**config.mk**
```make
export PLATFORM = sky130hd
export DESIGN_NAME = inst_fetch_flat
export DESIGN_NICKNAME = d
export VERILOG_FILES = /design/src/rtl/cpu_pkg.sv /design/src/rtl/inst_fetch_if.sv /design/src/rtl/PCplus4.sv /design/src/rtl/inst_fetch.sv /design/src/flat_wrapper.sv
export SDC_FILE = /design/constraint.sdc
export NUM_CORES = 1
export LEC_CHECK = 0
export ABC_AREA = 1
export ABC_CLOCK_PERIOD_IN_PS = 2000
export CAP_MARGIN = 10
export CORE_MARGIN = 8
export CORE_UTILIZATION = 45
export CTS_CLUSTER_SIZE = 25
export DETAILED_ROUTE_END_ITERATION = 10
export PLACE_DENSITY = 0.71
export RECOVER_POWER = 50
export SLEW_MARGIN = 20
export SYNTH_ARGS = -nofsm -noshare
export SYNTH_HDL_FRONTEND = slang
export SYNTH_SLANG_ARGS = --single-unit
```
**constraint.sdc**
```tcl
create_clock -name clk -period 2 [get_ports clk]
set_input_delay 0.3 -clock clk [delete_from_list [all_inputs] [get_ports clk]]
set_output_delay 0.3 -clock clk [all_outputs]
set_load 0.02 [all_outputs]
```
**src/rtl/cpu_pkg.sv**
```systemverilog
// Shared CPU-front-end types and constants.
package cpu_pkg;
  localparam int XLEN = 32;
  localparam logic [XLEN-1:0] NOP_INST = 32'h0000_0013;

  typedef enum logic [2:0] {
    S_RESET,
    S_FETCH,
    S_HOLD,
    S_DRAIN,
    S_FAULT
  } fetch_state_t;
endpackage

```
**src/rtl/inst_fetch_if.sv**
```systemverilog
// Fetch-stage bus: instruction-memory req/ack, execute redirect, decode valid/ready.
interface inst_fetch_if;
  import cpu_pkg::*;

  logic            imem_req;
  logic [XLEN-1:0] imem_addr;
  logic            imem_ack;
  logic [XLEN-1:0] imem_rdata;
  logic            redirect_valid;
  logic [XLEN-1:0] redirect_pc;
  logic            inst_valid;
  logic            inst_ready;
  logic [XLEN-1:0] inst;
  logic [XLEN-1:0] inst_pc;
  logic [XLEN-1:0] inst_pc_plus4;
  logic            fetch_fault;
  logic [XLEN-1:0] fetch_count;

  modport master (
    output imem_req, imem_addr, inst_valid, inst, inst_pc, inst_pc_plus4,
           fetch_fault, fetch_count,
    input  imem_ack, imem_rdata, redirect_valid, redirect_pc, inst_ready
  );

  modport slave (
    input  imem_req, imem_addr, inst_valid, inst, inst_pc, inst_pc_plus4,
           fetch_fault, fetch_count,
    output imem_ack, imem_rdata, redirect_valid, redirect_pc, inst_ready
  );
endinterface

```
**src/rtl/PCplus4.sv**
```systemverilog
// Purpose: next-sequential-PC adder, wraps modulo 2^XLEN.
// Latency: combinational.
// Backpressure: none.
module PCplus4
  import cpu_pkg::*;
(
  input  logic [XLEN-1:0] pc,
  output logic [XLEN-1:0] pc_plus4
);
  assign pc_plus4 = pc + 32'd4;
endmodule

```
**src/rtl/inst_fetch.sv**
```systemverilog
// Purpose: PC owner and single-outstanding instruction fetch with redirect/squash.
// Latency: ack -> inst_valid next cycle; handshake or redirect -> new request next cycle.
// Backpressure: holds inst in HOLD until inst_ready; no new request until handshake.
module inst_fetch
  import cpu_pkg::*;
#(
  parameter logic [XLEN-1:0] RESET_PC = 32'h0000_0000
) (
  input  logic          clk,
  input  logic          rst,
  inst_fetch_if.master  bus
);

  fetch_state_t    state;
  logic [XLEN-1:0] pc;
  logic [XLEN-1:0] addr_q;
  logic            fault_pend;
  logic [XLEN-1:0] inst_q;
  logic [XLEN-1:0] inst_pc_q;
  logic [XLEN-1:0] inst_pc_plus4_q;
  logic [XLEN-1:0] fetch_count_q;
  logic [XLEN-1:0] pc_plus4;
  logic            redir_misaligned;

  PCplus4 u_pcplus4 (
    .pc       (pc),
    .pc_plus4 (pc_plus4)
  );

  assign redir_misaligned = |bus.redirect_pc[1:0];

  always_ff @(posedge clk) begin
    if (rst) begin
      state           <= S_RESET;
      pc              <= RESET_PC;
      addr_q          <= RESET_PC;
      fault_pend      <= 1'b0;
      inst_q          <= NOP_INST;
      inst_pc_q       <= RESET_PC;
      inst_pc_plus4_q <= RESET_PC + 32'd4;
      fetch_count_q   <= '0;
    end else begin
      case (state)
        S_RESET: begin
          if (bus.redirect_valid) begin
            pc         <= bus.redirect_pc;
            addr_q     <= bus.redirect_pc;
            fault_pend <= redir_misaligned;
            state      <= redir_misaligned ? S_FAULT : S_FETCH;
          end else begin
            addr_q <= pc;
            state  <= S_FETCH;
          end
        end
        S_FETCH: begin
          if (bus.redirect_valid) begin
            pc         <= bus.redirect_pc;
            fault_pend <= redir_misaligned;
            // Without an ack the request is still owed to memory, so it must drain.
            if (bus.imem_ack) begin
              addr_q <= bus.redirect_pc;
              state  <= redir_misaligned ? S_FAULT : S_FETCH;
            end else begin
              state <= S_DRAIN;
            end
          end else if (bus.imem_ack) begin
            inst_q          <= bus.imem_rdata;
            inst_pc_q       <= pc;
            inst_pc_plus4_q <= pc_plus4;
            state           <= S_HOLD;
          end
        end
        S_HOLD: begin
          if (bus.redirect_valid) begin
            pc         <= bus.redirect_pc;
            addr_q     <= bus.redirect_pc;
            fault_pend <= redir_misaligned;
            state      <= redir_misaligned ? S_FAULT : S_FETCH;
          end else if (bus.inst_ready) begin
            pc            <= pc_plus4;
            addr_q        <= pc_plus4;
            fetch_count_q <= fetch_count_q + 32'd1;
            state         <= S_FETCH;
          end
        end
        S_DRAIN: begin
          if (bus.redirect_valid) begin
            pc         <= bus.redirect_pc;
            fault_pend <= redir_misaligned;
            // An ack arriving alongside the redirect still retires the old request.
            if (bus.imem_ack) begin
              addr_q <= bus.redirect_pc;
              state  <= redir_misaligned ? S_FAULT : S_FETCH;
            end
          end else if (bus.imem_ack) begin
            addr_q <= pc;
            state  <= fault_pend ? S_FAULT : S_FETCH;
          end
        end
        S_FAULT: state <= S_FAULT;
        default: state <= S_RESET;
      endcase
    end
  end

  assign bus.imem_req      = (state == S_FETCH) || (state == S_DRAIN);
  assign bus.imem_addr     = addr_q;
  assign bus.inst_valid    = (state == S_HOLD);
  assign bus.inst          = inst_q;
  assign bus.inst_pc       = inst_pc_q;
  assign bus.inst_pc_plus4 = inst_pc_plus4_q;
  assign bus.fetch_fault   = (state == S_FAULT);
  assign bus.fetch_count   = fetch_count_q;

endmodule

```
**src/flat_wrapper.sv**
```systemverilog
// flat-port wrapper written by rule: the top's interface ports become plain ports
module inst_fetch_flat import cpu_pkg::*;
#(
  parameter logic [XLEN-1:0] RESET_PC = 32'h0000_0000
)
  (clk, rst, bus_imem_req, bus_imem_addr, bus_inst_valid, bus_inst, bus_inst_pc, bus_inst_pc_plus4, bus_fetch_fault, bus_fetch_count, bus_imem_ack, bus_imem_rdata, bus_redirect_valid, bus_redirect_pc, bus_inst_ready);
  inst_fetch_if bus_i ();
  input  logic clk;
  input  logic rst;
  output wire logic [$bits(bus_i.imem_req)-1:0] bus_imem_req;
  output wire logic [$bits(bus_i.imem_addr)-1:0] bus_imem_addr;
  output wire logic [$bits(bus_i.inst_valid)-1:0] bus_inst_valid;
  output wire logic [$bits(bus_i.inst)-1:0] bus_inst;
  output wire logic [$bits(bus_i.inst_pc)-1:0] bus_inst_pc;
  output wire logic [$bits(bus_i.inst_pc_plus4)-1:0] bus_inst_pc_plus4;
  output wire logic [$bits(bus_i.fetch_fault)-1:0] bus_fetch_fault;
  output wire logic [$bits(bus_i.fetch_count)-1:0] bus_fetch_count;
  input wire logic [$bits(bus_i.imem_ack)-1:0] bus_imem_ack;
  input wire logic [$bits(bus_i.imem_rdata)-1:0] bus_imem_rdata;
  input wire logic [$bits(bus_i.redirect_valid)-1:0] bus_redirect_valid;
  input wire logic [$bits(bus_i.redirect_pc)-1:0] bus_redirect_pc;
  input wire logic [$bits(bus_i.inst_ready)-1:0] bus_inst_ready;
  assign bus_imem_req = bus_i.imem_req;
  assign bus_imem_addr = bus_i.imem_addr;
  assign bus_inst_valid = bus_i.inst_valid;
  assign bus_inst = bus_i.inst;
  assign bus_inst_pc = bus_i.inst_pc;
  assign bus_inst_pc_plus4 = bus_i.inst_pc_plus4;
  assign bus_fetch_fault = bus_i.fetch_fault;
  assign bus_fetch_count = bus_i.fetch_count;
  assign bus_i.imem_ack = bus_imem_ack;
  assign bus_i.imem_rdata = bus_imem_rdata;
  assign bus_i.redirect_valid = bus_redirect_valid;
  assign bus_i.redirect_pc = bus_redirect_pc;
  assign bus_i.inst_ready = bus_inst_ready;
  inst_fetch #(.RESET_PC(RESET_PC)) u_core (.clk(clk), .rst(rst), .bus(bus_i));
endmodule
```
==> results.yml, run 1 <==
outcome:
  status: "finished clean"
final_layout:
  utilization_pct: 61.5
  layout_common_cells: "nand2_1 (476), nor2_1 (214), dfxtp_1 (183), a21oi_1 (161), o21ai_0 (159)"
  areaGrowthSynthToFinish_pct: 35.6
  diodes: 0
  nets: 1895
  final_cell_area_um2: 13800
  drive_gt1_share_pct: 8.71
  layout_commonest_cell: "nand2_1"
critical_path:
  crit_path_top_delay_cell: "dfxtp_1"
  cp-end-kind: "output port"
  crit_buf_inv: 2
  crit_family: "buffers and inverters"
  slowest_delay_ns: 0.42
  crit_required_ns: 1.70
  path_max_fanout: 7
  crit_path_cell_trace: "inv_2 > nor3_1 > dlygate4sd2_1"
  cp-start-kind: "flop"
  crit_type: "flop to output port"
  arrival_ns: 1.64
synth:
  syn-num-nets: 1665
  synthesis.area_um2: 10200
  yosysUniqueCellTypes: 45
  ys_seq_area_share_pct: 38.2
  synth-async-reset-ratio_pct: 0
  synth_edf_count: 0
  syn_inst: 1594
  ys_ff_latch: 194
  syn_avg_cell_area_um2: 6.38
  ys.flop_type: "dfxtp_1"
  ys_warn_count: 0
detailed_routing:
  highest_layer: "met4"
  ant_nets: 0
  drt-pass1-iter-count: 5
  via_per_inst: 5.45
  wl_um: 37000
  drc: 0
  dr_total_vias: 11600
  drt_iter0_drc: 1313
  wl_met2_um: 15100
  wl_per_cell_um: 17.4
  wl_met3_um: 5180
  met1Wirelength_um: 16200
clock_tree:
  clkLatencyLatePin_ns: 0.44
  cts_buffers: 17
  cts_hold_buf: 0
  cts.sinks: 194
  h-tree-depth: 4
  ctsLongestPathBuffers: 2
  cts_tree: "built"
  clkTransAtPathRegs_ns: 0.08
  ctsRootBufferMaster: "clkbuf_16"
grt:
  grt_pass1_wl_um: 58400
  track_usage_pct: 25.8
  antenna_found_initial: 0
  gr-total-overflow: 0
  grt_max_degree: 93
  grt_pass1_vias: 10600
placed_design:
  gp_congestion: 0.921
  place_hpwl_um: 26000
  dp_slack_ns: 0.000496
  placed_cell_area_um2: 13100
  portBuffers: 231
timing:
  setup_viol: 0
  min_period_ns: 1.94
  hold_violations: 0
  finalSetupTns_ns: 0
  skew_ns: 0.0121
  max_slew_margin_pct: 72.5
  worstMarginPinSlew_ns: 0.409
  fin_crit_sh_pct: 97.1
  fin_ws_ns: 0.0577
  drv_slew: 0
  fmax_mhz: 515
  rsz0062_at_grt: "yes"
floorplanning:
  num_io_pins: 232
  coreArea_um2: 22400
  start_util_pct: 45.4
  dieArea_um2: 27700
  die_w_um: 166
  row_count: 55
  die_h_um: 166
power_and_ir_drop:
  power.total_uw: 14100
  ir_worst_vdd_mv: 0.616
  p_leak_uw: 0.00623
  power_density_nw_per_um2: 1020
min_path:
  hp-class: "input port to flop"
job:
  maxCapViolations: 0
==> layer usage <==
metal	GRT usage [%]	vias to the layer above
met5	0	-
met4	5.91	0
met3	10.3	38
met2	36.4	618
met1	36.0	5262
li1	-	5653
==> synth_stat cells (all sizes together), types with 4 or more instances <==
cell type  number  area share, %
buf            31            1.6
dfxtp         194             38
nand4          10           0.61
a21oi         161            7.9
nand2         478             18
nand3          42            2.3
a31oi          27            1.7
nand3b          8           0.63
o211ai         10           0.74
inv           100            3.7
nor2          228            8.8
nor3           18            1.1
clkbuf         62            2.3
mux2i           4           0.39
o21ai         168            8.3
xor2           21            1.8
==> state kept, by name, summed over array words and instances (netlist names) <==
register and cells:
u_core.bus.imem_addr 32, u_core.bus.inst_pc 32, u_core.bus.fetch_count 32, u_core.bus.inst_pc_plus4 30, u_core.bus.inst 32, u_core.state 3
u_core.fault_pend 1, u_core.pc 32
==> path summary, 6_finish.rpt <==
kind | from | endpoint | slack (ns) | cells past startpoint
worst max-delay path | u_core.state[2] | bus_fetch_fault | 0.06 | 3
worst min register to register | u_core.bus.inst_pc_plus4[2] | u_core.bus.inst_pc_plus4[2] | 0.45 | 1
worst min-delay path | rst | u_core.bus.fetch_count[27] | 0.36 | 3
worst max register to register | u_core.state[2] | u_core.pc[19] | 0.11 | 9
==> where the power goes <==
| part | total [µW] | internal (µW) | switching (µW) |
|---|---|---|---|
| registers | 5120 | 4490 | 629 |
| clock network | 3360 | 1680 | 1680 |
| logic | 5590 | 2130 | 3460 |
==> cell families after synthesis <==
logic type	synth area share (%)
AOI/OAI and AO/OA	20.2
buffers and inverters	7.61
and+or+nand+nor	31.5
DFF	38.2
xor gates and xnor gates	1.89
adders and majority gates	0.246
muxes	0.393
==> timing repair <==
| item | CTS | global route |
|---|---|---|
| endpoints found under the setup margin | 3 | 41 |
| buffers inserted | 0 | 0 |
| pin swaps | 0 | 4 |
| gates resized for setup | 3 | 41 |
==> final cells by class <==
| cell class | count | area (µm²) |
|---|---|---|
| multi-input combinational | 1206 | 5650 |
| inverter | 101 | 382 |
| timing repair buffer | 304 | 2960 |
| fill | 2114 | 8630 |
| clock buffer | 19 | 443 |
| tap | 285 | 357 |
| sequential | 194 | 3900 |
| clock inverter | 13 | 114 |
==> metrics by stage <==
stage / cells / hold slack, ns
2_1_floorplan: 1594 / 0.426
3_3_place_gp: 2090 / 0.438
3_5_place_dp: 2090 / 0.446
4_1_cts: 2122 / 0.357
5_1_grt: 2122 / 0.374
6_report: 2122 / 0.356
==> tightest hold or removal path, stage by stage <==
cell and delay, ns:
buf_2 0.13, buf_12 0.18, nor2_1 0.12
No activity file was read; power rests on OpenSTA's default activity.
==> run 2, diff against run 1 <==
--- a/config.mk
+++ b/config.mk
@@ -6,7 +6,6 @@
 export NUM_CORES = 1
 export LEC_CHECK = 0
 export ABC_AREA = 1
-export ABC_CLOCK_PERIOD_IN_PS = 2000
 export CAP_MARGIN = 10
 export CORE_MARGIN = 8
 export CORE_UTILIZATION = 45
==> results of run 2 <==
Final layout, timing and power as in run 1 (identical DEF).
